**src/rtl/tdc_readout_scheduler_pkg.sv**
```systemverilog
// Shared definitions for the TDC readout scheduler: TDC word-type codes,
// FSM state encoding and default sizing.
package tdc_readout_scheduler_pkg;

  localparam int N_SRC_DEFAULT     = 4;
  localparam int TIMEOUT_DEFAULT   = 1023;
  localparam int MAX_WORDS_DEFAULT = 128;

  localparam logic [3:0] WT_HEADER     = 4'b0001;
  localparam logic [3:0] WT_WORD_COUNT = 4'b0010;
  localparam logic [3:0] WT_TRAILER    = 4'b0011;
  localparam logic [3:0] WT_LEADING    = 4'b0100;
  localparam logic [3:0] WT_TRAILING   = 4'b0101;
  localparam logic [3:0] WT_ERROR      = 4'b0110;

  typedef enum logic [3:0] {
    S_IDLE,
    S_START,
    S_SELECT,
    S_POP,
    S_WAIT,
    S_CHECK,
    S_NEXT,
    S_CLOSE,
    S_TX_WAIT
  } state_t;

  function automatic logic is_trailer(input logic [31:0] word);
    return word[31:28] == WT_TRAILER;
  endfunction

endpackage

```
**src/rtl/tdc_readout_scheduler_next_set_index.sv**
```systemverilog
// Combinational priority encoder: lowest set mask bit strictly above idx
// (or the lowest set bit overall when from_start), plus a none-left flag.
module next_set_index #(
  parameter int N = 4
) (
  input  logic [N-1:0] mask,
  input  logic [2:0]   idx,
  input  logic         from_start,
  output logic [2:0]   next_idx,
  output logic         none_left
);

  always_comb begin
    next_idx  = '0;
    none_left = 1'b1;
    // Scanning downward lets the lowest qualifying bit win.
    for (int i = N - 1; i >= 0; i--) begin
      if (mask[i] && (from_start || i > int'(idx))) begin
        next_idx  = 3'(i);
        none_left = 1'b0;
      end
    end
  end

endmodule

```
**src/rtl/tdc_readout_scheduler.sv**
```systemverilog
// Frame-based readout of N_SRC TDC FIFOs into one word stream: one frame per
// trigger, sources in ascending order, >=3 cycles per word, all outputs registered.
module tdc_readout_scheduler
  import tdc_readout_scheduler_pkg::*;
#(
  parameter int N_SRC     = N_SRC_DEFAULT,
  parameter int TIMEOUT   = TIMEOUT_DEFAULT,
  parameter int MAX_WORDS = MAX_WORDS_DEFAULT
) (
  input  logic                 clk,
  input  logic                 rst,
  input  logic                 event_pending,
  output logic                 event_ack,
  input  logic [N_SRC-1:0]     src_enable,
  input  logic [N_SRC-1:0]     src_empty,
  output logic [N_SRC-1:0]     src_read_enable,
  input  logic [N_SRC-1:0]     src_ready,
  input  logic [32*N_SRC-1:0]  src_data,
  output logic [31:0]          mux_data,
  output logic                 mux_valid,
  output logic [2:0]           mux_src,
  output logic                 frame_start,
  output logic                 frame_end,
  output logic [12:0]          word_count,
  output logic                 data_ready_for_transmit,
  input  logic                 serial_transmit_complete,
  output logic [N_SRC-1:0]     timeout_flags,
  output logic [N_SRC-1:0]     overflow_flags,
  output logic                 busy
);

  localparam int EW = $clog2(TIMEOUT + 1);
  localparam int CW = $clog2(MAX_WORDS + 1);

  state_t           state;
  logic [N_SRC-1:0] mask;
  logic [2:0]       idx;
  logic [EW-1:0]    empty_cnt;
  logic [CW-1:0]    src_cnt;
  logic [31:0]      word_q;
  logic [N_SRC-1:0] idx_onehot;
  logic [31:0]      sel_data;
  logic [2:0]       next_idx;
  logic             none_left;

  assign idx_onehot = N_SRC'(1) << idx;

  always_comb begin
    sel_data = '0;
    for (int i = 0; i < N_SRC; i++) begin
      if (int'(idx) == i) sel_data = src_data[32*i +: 32];
    end
  end

  next_set_index #(.N(N_SRC)) u_next_set_index (
    .mask       (mask),
    .idx        (idx),
    .from_start (state == S_START),
    .next_idx   (next_idx),
    .none_left  (none_left)
  );

  always_ff @(posedge clk or negedge rst) begin
    if (!rst) begin
      state                   <= S_IDLE;
      mask                    <= '0;
      idx                     <= '0;
      empty_cnt               <= '0;
      src_cnt                 <= '0;
      word_q                  <= '0;
      event_ack               <= 1'b0;
      src_read_enable         <= '0;
      mux_data                <= '0;
      mux_valid               <= 1'b0;
      mux_src                 <= '0;
      frame_start             <= 1'b0;
      frame_end               <= 1'b0;
      word_count              <= '0;
      data_ready_for_transmit <= 1'b0;
      timeout_flags           <= '0;
      overflow_flags          <= '0;
      busy                    <= 1'b0;
    end else begin
      event_ack       <= 1'b0;
      src_read_enable <= '0;
      mux_valid       <= 1'b0;
      frame_start     <= 1'b0;
      frame_end       <= 1'b0;
      case (state)
        S_IDLE: begin
          if (event_pending) begin
            event_ack <= 1'b1;
            mask      <= src_enable;
            busy      <= 1'b1;
            state     <= S_START;
          end
        end
        S_START: begin
          frame_start    <= 1'b1;
          word_count     <= '0;
          timeout_flags  <= '0;
          overflow_flags <= '0;
          empty_cnt      <= '0;
          src_cnt        <= '0;
          // An empty mask still produces a (zero-word) frame.
          if (none_left) begin
            state <= S_CLOSE;
          end else begin
            idx   <= next_idx;
            state <= S_SELECT;
          end
        end
        S_SELECT: state <= S_POP;
        S_POP: begin
          if ((src_empty & idx_onehot) == '0) begin
            src_read_enable <= idx_onehot;
            state           <= S_WAIT;
          end else if (empty_cnt == EW'(TIMEOUT - 1)) begin
            timeout_flags <= timeout_flags | idx_onehot;
            state         <= S_NEXT;
          end else begin
            empty_cnt <= empty_cnt + 1'b1;
          end
        end
        S_WAIT: begin
          if ((src_ready & idx_onehot) != '0) begin
            word_q <= sel_data;
            state  <= S_CHECK;
          end
        end
        S_CHECK: begin
          mux_data  <= word_q;
          mux_src   <= idx;
          mux_valid <= 1'b1;
          if (word_count != '1) word_count <= word_count + 1'b1;
          src_cnt <= src_cnt + 1'b1;
          // A trailer closes the source even when it is also the last allowed word.
          if (is_trailer(word_q)) begin
            state <= S_NEXT;
          end else if (src_cnt == CW'(MAX_WORDS - 1)) begin
            overflow_flags <= overflow_flags | idx_onehot;
            state          <= S_NEXT;
          end else begin
            empty_cnt <= '0;
            state     <= S_POP;
          end
        end
        S_NEXT: begin
          src_cnt   <= '0;
          empty_cnt <= '0;
          if (none_left) begin
            state <= S_CLOSE;
          end else begin
            idx   <= next_idx;
            state <= S_SELECT;
          end
        end
        S_CLOSE: begin
          frame_end               <= 1'b1;
          data_ready_for_transmit <= 1'b1;
          state                   <= S_TX_WAIT;
        end
        S_TX_WAIT: begin
          if (serial_transmit_complete) begin
            data_ready_for_transmit <= 1'b0;
            busy                    <= 1'b0;
            state                   <= S_IDLE;
          end
        end
        default: state <= S_IDLE;
      endcase
    end
  end

endmodule

```
**config.mk**
```make
export PLATFORM = sky130hd
export DESIGN_NAME = tdc_readout_scheduler
export DESIGN_NICKNAME = d
export VERILOG_FILES = /design/src/rtl/tdc_readout_scheduler_pkg.sv /design/src/rtl/tdc_readout_scheduler_next_set_index.sv /design/src/rtl/tdc_readout_scheduler.sv
export SDC_FILE = /design/constraint.sdc
export NUM_CORES = 1
export LEC_CHECK = 0
export CAP_MARGIN = 20
export CORE_MARGIN = 2
export CORE_UTILIZATION = 45
export CTS_CLUSTER_DIAMETER = 30
export CTS_CLUSTER_SIZE = 16
export DETAILED_ROUTE_END_ITERATION = 10
export GPL_TIMING_DRIVEN = 0
export PLACE_DENSITY = 0.75
export SYNTH_ARGS = -nofsm -noshare
export SYNTH_HDL_FRONTEND = slang
export SYNTH_SLANG_ARGS = --single-unit
```
**constraint.sdc**
```tcl
create_clock -name clk -period 4.7 [get_ports clk]
set_input_delay 1.41 -clock clk [delete_from_list [all_inputs] [get_ports clk]]
set_output_delay 1.41 -clock clk [all_outputs]
set_load 0.05 [all_outputs]
```
# Yosys cells after proc, flatten, opt, wreduce, memory -nomap -nowiden
# Index checks and enable logic that the tools add are counted.
dict set report totals {
  elab_cells 130
  reg_bits 127
}
dict set report op_classes {
  muxes 46
  bitwise_logic 5
  order_cmp 3
  n_reduce_logical 28
  n_shift 1
  add_sub_neg 3
  n_eq_ne 26
}
# op n
set ops {}
lappend ops {{two-way mux 32 bit} 4}
lappend ops {{two-way mux 4 bit} 11}
lappend ops {{two-way mux 10 bit} 4}
lappend ops {{case mux 4 bit (8 select lines)} 1}
lappend ops {{case mux 10 bit (3 select lines)} 1}
lappend ops {{case mux 13 bit (2 select lines)} 1}
lappend ops {{inequality test 2 bit, second input constant} 10}
lappend ops {{two-way mux 3 bit} 6}
lappend ops {{== test 4 x 3 -> 1 bit, second input constant} 4}
lappend ops {{case mux 4 bit (2 select lines)} 2}
lappend ops {{case mux 8 bit (2 select lines)} 1}
lappend ops {{adder 13 x 1 -> 13 bit, second input constant} 1}
lappend ops {{two-way mux 13 bit} 1}
lappend ops {{inequality test 13 bit, second input constant} 1}
lappend ops {{== test 4 x 2 -> 1 bit, second input constant} 3}
lappend ops {{two-way mux 1 bit} 11}
lappend ops {{adder 10 x 1 -> 10 bit, second input constant} 1}
lappend ops {{== test 10 bit, second input constant} 1}
lappend ops {{AND reduction 2 bit} 5}
lappend ops {{nonzero test 2 bit} 5}
lappend ops {{AND reduction 3 bit} 3}
lappend ops {{adder 8 x 1 -> 8 bit, second input constant} 1}
lappend ops {{AND 4 bit} 2}
lappend ops {{== test 8 x 7 -> 1 bit, second input constant} 1}
lappend ops {{other kinds (21)} 31}

# Logic depth before layout (Yosys ltp)
# Gate-level depths: netlist of run 1.
dict set report logic_depth {
  word_depth 9
  ltp_mapped 8
  mapped_depth_nobuf 7
}

# Cells and area by module
# From an unflattened synthesis of run 1, not the netlist that was laid out.
dict set report unflattened {
  cells_unflattened 636
  area_unflattened_um2 6412.4
}
# mod area_per_inst_um2 seq_area_each_um2 n_inst cells_per_inst
set by_module_without_submodules {}
lappend by_module_without_submodules {tdc_readout_scheduler 6309.8 3178.0 1 619}
lappend by_module_without_submodules {next_set_index 102.6 0.0 1 17}

# Worst setup path before layout of run 1
# Ideal clock, no wire load.
dict set report synth_timing {
  kind {input -> register}
  start {input src_ready[3]}
  end {register word_q[10]}
  arrival_time_ns 2.594
  path_slack_ns 1.982
  required_ns 4.575
  cell_stages 4
  cell_sequence {mux4_2 nand3_1 buf_2 mux2_2}
}
dict set report synth_between {
  elab_chain_cells 3
}
# item line_no
set synth_rtl {}
lappend synth_rtl {{start, declared} tdc_readout_scheduler.sv:17} ;# input logic [N_SRC-1:0] src_ready,
lappend synth_rtl {{AND 4 bit} tdc_readout_scheduler.sv:126} ;# if ((src_ready & idx_onehot) != '0) begin
lappend synth_rtl {{nonzero test 4 bit} tdc_readout_scheduler.sv:126}
lappend synth_rtl {{AND reduction 2 bit (no source line)} --}
lappend synth_rtl {{end signal, assigned} tdc_readout_scheduler.sv:127} ;# word_q <= sel_data;
lappend synth_rtl {{end, declared} tdc_readout_scheduler.sv:40} ;# logic [31:0] word_q;
# Every way passes these cells.
# A chain may end at the register's enable or synchronous reset.

# Final worst setup path of run 1
dict set report layout_timing {
  start {register word_count[12]}
  end {output word_count[12]}
}
# item line_no
set layout_rtl {}
lappend layout_rtl {{start, declared} tdc_readout_scheduler.sv:24} ;# output logic [12:0] word_count,
lappend layout_rtl {{start signal, assigned} tdc_readout_scheduler.sv:135} ;# if (word_count != '1) word_count <= word_count + 1'b1;
# No word-level cell between the ends.

==> results of run 1 <==
[logic make-up (layout without fill, tap and decap cells)]
logic type,count (synthesis),in the layout,share of synthesized area [%]
compound gates,83,83,8.38
xor+xnor,10,10,1.41
fa+ha+maj,4,4,0.807
buf+inv,41,282,3.01
flops,125,125,50.5
mux,72,72,19.2
other cells,1,2,0.0605
simple gates,221,221,16.7
[sequential cells by signal, indices dropped and copies added, names as in the netlist]
signal,flops
frame_start,1
overflow_flags,4
word_q,32
empty_cnt,10
src_cnt,8
mux_src,2
data_ready_for_transmit,1
state,4
frame_end,1
mux_data,32
busy,1
timeout_flags,4
src_read_enable,4
mux_valid,1
event_ack,1
idx,2
mask,4
word_count,13
[cell usage in the layout, fill, tap and decap left out, drive strengths merged, types with 6 or more instances in the layout]
master         count
clkdlybuf4s50    207
dfrtp            125
nand2            123
clkbuf            38
mux2              36
mux4              34
a21oi             34
nor2              30
buf               22
nand3             13
o21ai             13
o31ai             11
nand4              9
inv                8
nand2b             6
or4                6
xnor2              6
[metal layers]
layer	vias to the layer above	share of wire, %
li1	2454	-
met1	2673	36
met2	267	53
met3	39	8.5
met4	0	2.7
met5	-	0
[worst max path at each step]
stage          slack, ns                      end                  startpoint  cells after the start
6_report            1.52           word_count[12]  word_count[12]$_DFFE_PN0P_                      1
5_1_grt             1.46           word_count[12]  word_count[12]$_DFFE_PN0P_                      1
4_1_cts             1.52           word_count[12]  word_count[12]$_DFFE_PN0P_                      1
3_5_place_dp        1.29   word_q[12]$_DFFE_PN0P_                src_ready[3]                      5
3_3_place_gp       -2.53  mux_data[2]$_DFFE_PN0P_                         rst                      1
2_1_floorplan       1.98   word_q[10]$_DFFE_PN0P_                src_ready[3]                      4
[power by group through the flow]
stage / registers, µW / clock network (µW) / logic [µW]
global placement: 1700 / 0 / 2600
detailed placement: 1720 / 0 / 2660
CTS: 1710 / 1260 / 2680
finish: 1710 / 1250 / 2670
floorplan: 2360 / 0 / 1100
global route: 1760 / 1310 / 2840
[area by class of cell]
type / instances / area share [%]
Clock inverter: 6 / 0.633
Clock buffer: 26 / 5.60
Timing Repair Buffer: 209 / 23.2
Tap cell: 176 / 2.42
Buffer: 32 / 1.68
Multi-Input combinational cell: 391 / 31.7
Sequential cell: 125 / 34.4
Inverter: 9 / 0.371
Antenna cell: 1 / 0.0275
[per-stage QoR]
stage	setup TNS [ns]	instance area, µm²	hold slack [ns]	util, %	setup WS (ns)
finish	0	9100	0.462	68.2	1.52
global route	0	9100	0.490	68.2	1.46
CTS	0	9100	0.466	68.1	1.52
detailed placement	0	8530	0.454	63.9	1.29
global placement	-315.61	8500	0.444	63.7	-2.53
floorplan	0	6200	0.433	-	1.98
==> impl_metrics.tcl, run 1 <==
set metrics [dict create \
    status "finished, final reports clean" \
    drive_above_1_share_pct 15.5 \
    cellLeakagePower_uw 0.00392 \
    clockPowerShare_pct 22.2 \
    slowest_delay_ns 0.86 \
    grtUsageTotal_pct 26.3 \
    criticalPathCategory "reg -> out" \
    p_seq_share_pct 30.4 \
    r2r_cells 8 \
    initial_core_util_pct 46.4 \
    grt_util_met1_pct 30.1 \
    crit_buf_inv 1 \
    r2r_end "mux_data[11]$_DFFE_PN0P_" \
    power_density_nw_per_um2 619 \
    ys_types 56 \
    fin_crit_sh_pct 67.7 \
    total_power_uw 5630 \
    dieWidth_um 121 \
    cts.clk_slew.worst_paths_ns 0.05 \
    grt.busiest_layer "met2" \
    gr-usage-met2_pct 46.2 \
    p_int_uw 3320 \
    min-delay-start "word_q[18]$_DFFE_PN0P_" \
    report.final.slew_viol_count 0 \
    netlist_area_um2 6200 \
    clock_latency_ns 0.42 \
    initialDrtViolationCount 460 \
    hold_buffers 0 \
    core_um2 13300 \
    grt_pass1_vias 5702 \
    ant_nets 0 \
    synth_top_area_share_pct 50.5 \
    postSynthNetCount 705 \
    synth_ff_type "dfrtp_1" \
    fill_cells 1015 \
    wire_per_inst_um 19.0 \
    netlist_instances 557 \
    cts_resized 0 \
    synth-edff-count 0 \
    dp_hpwl_mm 13.9 \
    io_buffers 208 \
    met3_usage_pct 7.61 \
    ys_ff_latch 125 \
    crit_path_end_kind "output pin" \
    cts-root-buf "clkbuf_16" \
    async_flop_share_pct 100 \
    cts_setup_buffers 0 \
    setup_viol 0 \
    cp_max_fo 8 \
    post-route-min-period_ns 3.18 \
    final.setup_skew_ns 0.00383 \
    h-tree-depth 4 \
    dieArea_um2 14700 \
    drv_cap 0 \
    cp_top_family "buffers and inverters" \
    cts_tree "done" \
    seq_area_frac_synth_pct 50.5 \
    r2r_start "state[1]$_DFFE_PN0P_" \
    worst_pin_slew_ns 0.837 \
    yosysMostFrequentCell "dfrtp_1" \
    stdcell_count 975 \
    rows 42 \
    nets 933 \
    register_area_um2 3130 \
    numPlacedInstances 942 \
    cp.arrival_ns 1.77 \
    path_cells "clkdlybuf4s50_1" \
    combPwrFrac_pct 47.4 \
    critPathSlowestCell "clkdlybuf4s50_1" \
    multi_input_area_um2 2880 \
    netSwitchingFraction_pct 41.1 \
    vias_per_cell 5.57 \
    synth_commonest_cells "dfrtp_1 (125), nand2_1 (123), mux2_2 (36)" \
    min_to "mux_data[18]$_DFFE_PN0P_" \
    num_vias 5433 \
    avgSynthCellArea_um2 11.1 \
    die_h_um 121 \
    yosys.area.top_type "dfrtp_1" \
    rsz0062_at_grt "false" \
    syn_to_final_growth_pct 46.8 \
    hold_viol_final 0 \
    antenna_found_initial 2 \
    grt_max_degree 97 \
    cp-start-kind "flip-flop" \
    synthTopCellsByArea "dfrtp_1 (50%), mux4_2 (12%), nand2_1 (7.4%)" \
    ios 210 \
    power_switching_uw 2310 \
    hp-class "reg -> reg" \
    place_congestion 0.860 \
    wirelength_mm 18.5 \
    hold_depth 2 \
    cts-buffers-inserted 17 \
    required_ns 3.29 \
    grt_pass1_wl_mm 29.2 \
    cts.sinks 125 \
    max_freq_ghz 0.314 \
    gr-total-overflow 0 \
    maxSlewHeadroom_pct 44.2 \
    drc_errors 0 \
    vdd_drop_max_mv 0.387 \
    clk_path_buf_depth 2 \
    yosys_warnings 0 \
    ff2ff_setup_slack_ns 2.44 \
    drtPass1Iterations 5 \
]
Note: power is estimated with default switching activity, not from simulation.
==> run 2, diff against run 1 <==
- CORE_UTILIZATION: 45 -> 42
- PLACE_DENSITY: 0.75 -> 0.74
- clock period: 4.7 -> 2.7 ns (I/O delays scaled with it)
==> run 2 against run 1 <==
  * Sequential share of layout area is 0.28 points lower
  * Worst hold slack worse by 0.16 ns
  * Cell area is 0.83% higher
  * Largest power group unchanged
  * Highest routed layer unchanged
==> impl_metrics.tcl, run 2 (same netlist as run 1, synthesis figures left out) <==
set metrics [dict create \
    status "finished, final reports clean" \
    worst_pin_slew_ns 0.920 \
    drc_errors 0 \
    top_regs "mux_data: 32 flops, word_q: 32 flops, word_count: 13 flops" \
    ios 210 \
    power_density_nw_per_um2 1100 \
    report.final.slew_viol_count 0 \
    cts.clk_slew.worst_paths_ns 0.06 \
    clock_latency_ns 0.43 \
    layout_setup_ws_ns 0.130 \
    place_congestion 0.857 \
    grt_max_degree 81 \
    hold_buffers 0 \
    syn_to_final_growth_pct 48.0 \
    wirelength_mm 18.2 \
    critPathSlowestCell "clkdlybuf4s50_1" \
    final_cell_mix "clkdlybuf4s50_1 (207), dfrtp_1 (125), nand2_1 (123)" \
    hp-class "in -> async" \
    mostFrequentLayoutCell "clkdlybuf4s50_1" \
    cp.arrival_ns 1.76 \
    cts-buffers-inserted 17 \
    multi_input_area_um2 2880 \
    cp_top_family "buffers and inverters" \
    h-tree-depth 4 \
    netSwitchingFraction_pct 40.4 \
    power_switching_uw 4080 \
    gr-total-overflow 0 \
    core_um2 14500 \
    cts-root-buf "clkbuf_16" \
    dp_slack_ns -0.0935 \
    dieWidth_um 125 \
    fin_crit_sh_pct 95.2 \
    cellLeakagePower_uw 0.00395 \
    register_area_um2 3130 \
    wire_per_inst_um 18.5 \
    nets 933 \
    drtPass1Iterations 5 \
    drive_above_1_share_pct 15.8 \
    cp-start-kind "flip-flop" \
    ant_nets 0 \
    numPlacedInstances 950 \
    crit_buf_inv 1 \
    required_ns 1.89 \
    fill_cells 1110 \
    p_int_uw 6010 \
    combPwrFrac_pct 46.3 \
    die_h_um 125 \
    cts_tree "done" \
    hold_viol_final 0 \
    post-route-min-period_ns 2.57 \
    dieArea_um2 15700 \
    setup_viol 0 \
    antennaDiodeCount 0 \
    cts_setup_buffers 0 \
    vdd_drop_max_mv 0.643 \
    stdcell_count 982 \
    antenna_found_initial 0 \
    cts.sinks 125 \
    num_vias 5349 \
    cts_resized 0 \
    criticalPathCategory "reg -> out" \
    slowest_delay_ns 0.85 \
    path_cells "clkdlybuf4s50_1" \
    io_buffers 208 \
    rows 44 \
    vias_per_cell 5.45 \
    grt_pass1_vias 5721 \
    clockPowerShare_pct 24.3 \
    crit_path_end_kind "output pin" \
    grtUsageTotal_pct 24.0 \
    clk_path_buf_depth 2 \
    final_util_pct 63.4 \
    maxSlewHeadroom_pct 38.7 \
    initial_core_util_pct 42.8 \
    p_seq_share_pct 29.4 \
    grt_pass1_wl_mm 29.5 \
    max_freq_ghz 0.389 \
    initialDrtViolationCount 345 \
    dp_hpwl_mm 13.7 \
    drv_cap 0 \
    rsz0062_at_grt "false" \
    cp_max_fo 8 \
    final.setup_skew_ns 0.0141 \
    whs_ns 0.302 \
]
[run 2: cell count changes in the layout (fill, tap and decap cells not counted)]
cell | before | now
clkbuf_1 | 16 | 14
diode_2 | 1 | 0
clkinv_4 | 0 | 1
clkinv_2 | 4 | 3
bufinv_16 | 1 | 4
clkbuf_8 | 5 | 3
inv_6 | 0 | 1
[run 2: final cells by class]
class	instances	area share, %
well taps	184	2.51
flip-flops and latches	125	34.1
plain buffers	32	1.66
multi-input cells	391	31.4
repair buffers	209	23.0
clock buffers	22	5.17
clock inverters	10	1.75
inverters	9	0.368
[run 2: per-stage QoR]
| stage | setup TNS, ns | area, µm² | power, µW |
|---|---|---|---|
| 5_1_grt | 0 | 9170 | 10600 |
| 3_3_place_gp | -493.00 | 8510 | 7520 |
| 6_report | 0 | 9170 | 10100 |
| 3_5_place_dp | -2.33 | 8540 | 7640 |
| 2_1_floorplan | 0 | 6200 | 6020 |
| 4_1_cts | 0 | 9170 | 10100 |
[run 2: worst paths after layout]
check	endpoint	from	slack, ns	cells past startpoint
setup / recovery	word_count[12]	word_count[12]$_DFFE_PN0P_	0.13	1
hold / removal	word_q[3]$_DFFE_PN0P_	rst	0.30	1
setup reg to reg	word_q[27]$_DFFE_PN0P_	idx[0]$_DFFE_PN0P_	0.41	4
hold reg to reg	mux_data[13]$_DFFE_PN0P_	word_q[13]$_DFFE_PN0P_	0.46	2
max in group asynchronous	empty_cnt[5]$_DFFE_PN0P_	rst	1.65	2
min in group clk	mux_data[13]$_DFFE_PN0P_	word_q[13]$_DFFE_PN0P_	0.46	2
[run 2: power by group through the flow]
stage	clock network [µW]	logic, µW	registers, µW
after floorplan	0	1920	4110
after global placement	0	4560	2950
after detailed placement	0	4670	2970
after CTS	2470	4700	2960
after global routing	2570	4990	3050
final	2450	4670	2970
[run 2: metal layers]
layer / global-route usage, % / up-vias / wire length [µm]
met4: 8.50 / 0 / 366
met5: 0 / - / 0
met1: 28.5 / 2665 / 7170
li1: - / 2449 / -
met3: 6.85 / 26 / 1290
met2: 41.7 / 209 / 9340
==> run 3, diff against run 2 <==
- CORE_ASPECT_RATIO: not set -> 0.6
==> run 3 against run 2 <==
  * Count of clock-buffer cells in the layout fell by 3
  * Sequential cell count stayed put
  * Global-route usage down 0.41 points
  * Critical endpoint unchanged
  * Critical path type unchanged
  * Sequential share of layout area down 0.060 points
  * Combinational power about the same
  * Setup slack gained 0.017 ns
  * Fmax increased by 0.66%
  * Worst hold slack lost 0.058 ns
  * First-iteration DRC count rose by 4.1%
  * Non-clock buffer count is the same
  * Clock skew down 0.0032 ns
  * Utilization increased by 0.18 points
==> impl_metrics.tcl, run 3 (same netlist as run 1, synthesis figures left out) <==
set metrics [dict create \
    r2r_cells 7 \
    top_regs "mux_data: 32 flops, word_q: 32 flops, word_count: 13 flops" \
    grt_pass1_wl_mm 29.1 \
    fin_crit_sh_pct 94.5 \
    antennaDiodeCount 0 \
    hold_buffers 0 \
    cp_max_fo 8 \
    report.final.slew_viol_count 0 \
    rows 34 \
    grt_max_degree 103 \
    drtPass1Iterations 5 \
    final.setup_skew_ns 0.0109 \
    core_um2 14500 \
    wirelength_mm 18.0 \
    setup_viol 0 \
    criticalPathCategory "reg -> out" \
    cts.sinks 125 \
    cts.clk_slew.worst_paths_ns 0.06 \
    syn_to_final_growth_pct 48.3 \
    io_buffers 208 \
    drive_above_1_share_pct 15.9 \
    place_congestion 0.916 \
    cts-buffers-inserted 17 \
    rsz0062_at_grt "false" \
    h-tree-depth 4 \
    stdcell_count 996 \
    layout_setup_ws_ns 0.147 \
    drc_errors 0 \
    wire_per_inst_um 18.1 \
    nets 933 \
    cts_tree "done" \
    cts-root-buf "clkbuf_16" \
    r2r_end "timeout_flags[3]$_DFFE_PN0P_" \
    post-route-min-period_ns 2.55 \
    ios 210 \
    numPlacedInstances 964 \
    hold_viol_final 0 \
    cp_top_family "buffers and inverters" \
    crit_buf_inv 1 \
    required_ns 1.89 \
    die_h_um 98.1 \
    grt_pass1_vias 5589 \
    cellLeakagePower_uw 0.00394 \
    dieArea_um2 15800 \
    cp.arrival_ns 1.74 \
    vdd_drop_max_mv 0.519 \
    cp-start-kind "flip-flop" \
    path_cells "clkdlybuf4s50_1" \
    power_density_nw_per_um2 1100 \
    grtUsageTotal_pct 23.6 \
    clock_latency_ns 0.41 \
    slowest_delay_ns 0.86 \
    tns_ns 0 \
    crit_path_end_kind "output pin" \
    cts_setup_buffers 0 \
    num_vias 5348 \
    critPathSlowestCell "clkdlybuf4s50_1" \
    dieWidth_um 161 \
    initial_core_util_pct 42.9 \
    max_freq_ghz 0.392 \
    final_cell_mix "clkdlybuf4s50_1 (207), dfrtp_1 (125), nand2_1 (123)" \
    ff2ff_setup_slack_ns 0.39 \
    clk_path_buf_depth 2 \
    cts_resized 0 \
    antenna_found_initial 0 \
    worst_pin_slew_ns 0.881 \
    maxSlewHeadroom_pct 41.3 \
    dp_hpwl_mm 13.6 \
    gr-total-overflow 0 \
    vias_per_cell 5.37 \
    drv_cap 0 \
    hp-class "in -> async" \
    dp_slack_ns -0.189 \
    mostFrequentLayoutCell "clkdlybuf4s50_1" \
    status "finished, final reports clean" \
    final_util_pct 63.5 \
    initialDrtViolationCount 359 \
    r2r_start "state[2]$_DFFE_PN0P_" \
    ant_nets 0 \
]
run 3: worst max-delay path by stage:
stage / from / end / slack, ns / cells after the start
floorplan: word_count[0]$_DFFE_PN0P_ / word_count[7]$_DFFE_PN0P_ / 0.41 / 7
CTS: word_count[2]$_DFFE_PN0P_ / word_count[2] / 0.13 / 1
detailed placement: src_ready[3] / word_q[22]$_DFFE_PN0P_ / -0.19 / 5
finish: word_count[12]$_DFFE_PN0P_ / word_count[12] / 0.15 / 1
global placement: rst / word_q[6]$_DFFE_PN0P_ / -3.92 / 1
global route: word_count[12]$_DFFE_PN0P_ / word_count[12] / 0.08 / 1
run 3: layout make-up:
type,count,area (µm²)
clock buffer,19,443
buffer,32,153
clock inverter,13,190
sequential,125,3130
timing repair buffer,209,2110
inverter,9,33.8
fill,1153,5270
tap,198,248
multi-input combinational,391,2880
run 3: power by group:
part	total [µW]	switching, µW	internal, µW
Combinational	4680	2840	1850
Sequential	2960	415	2540
Clock	2450	870	1580
Total	10100	4120	5970
run 3: stage by stage:
stage	hold slack (ns)	power, µW	cell area [µm²]
after detailed placement	0.452	7650	8560
after global routing	0.246	10600	9190
after global placement	0.441	7510	8530
after CTS	0.241	10100	9190
final	0.244	10100	9190
after floorplan	0.433	6020	6200
run 3: per-layer routing:
layer	share of wire [%]	global-route usage, %
met1	46	33.2
met2	45	36.4
met3	6.9	5.90
met4	1.6	7.21
met5	0	0
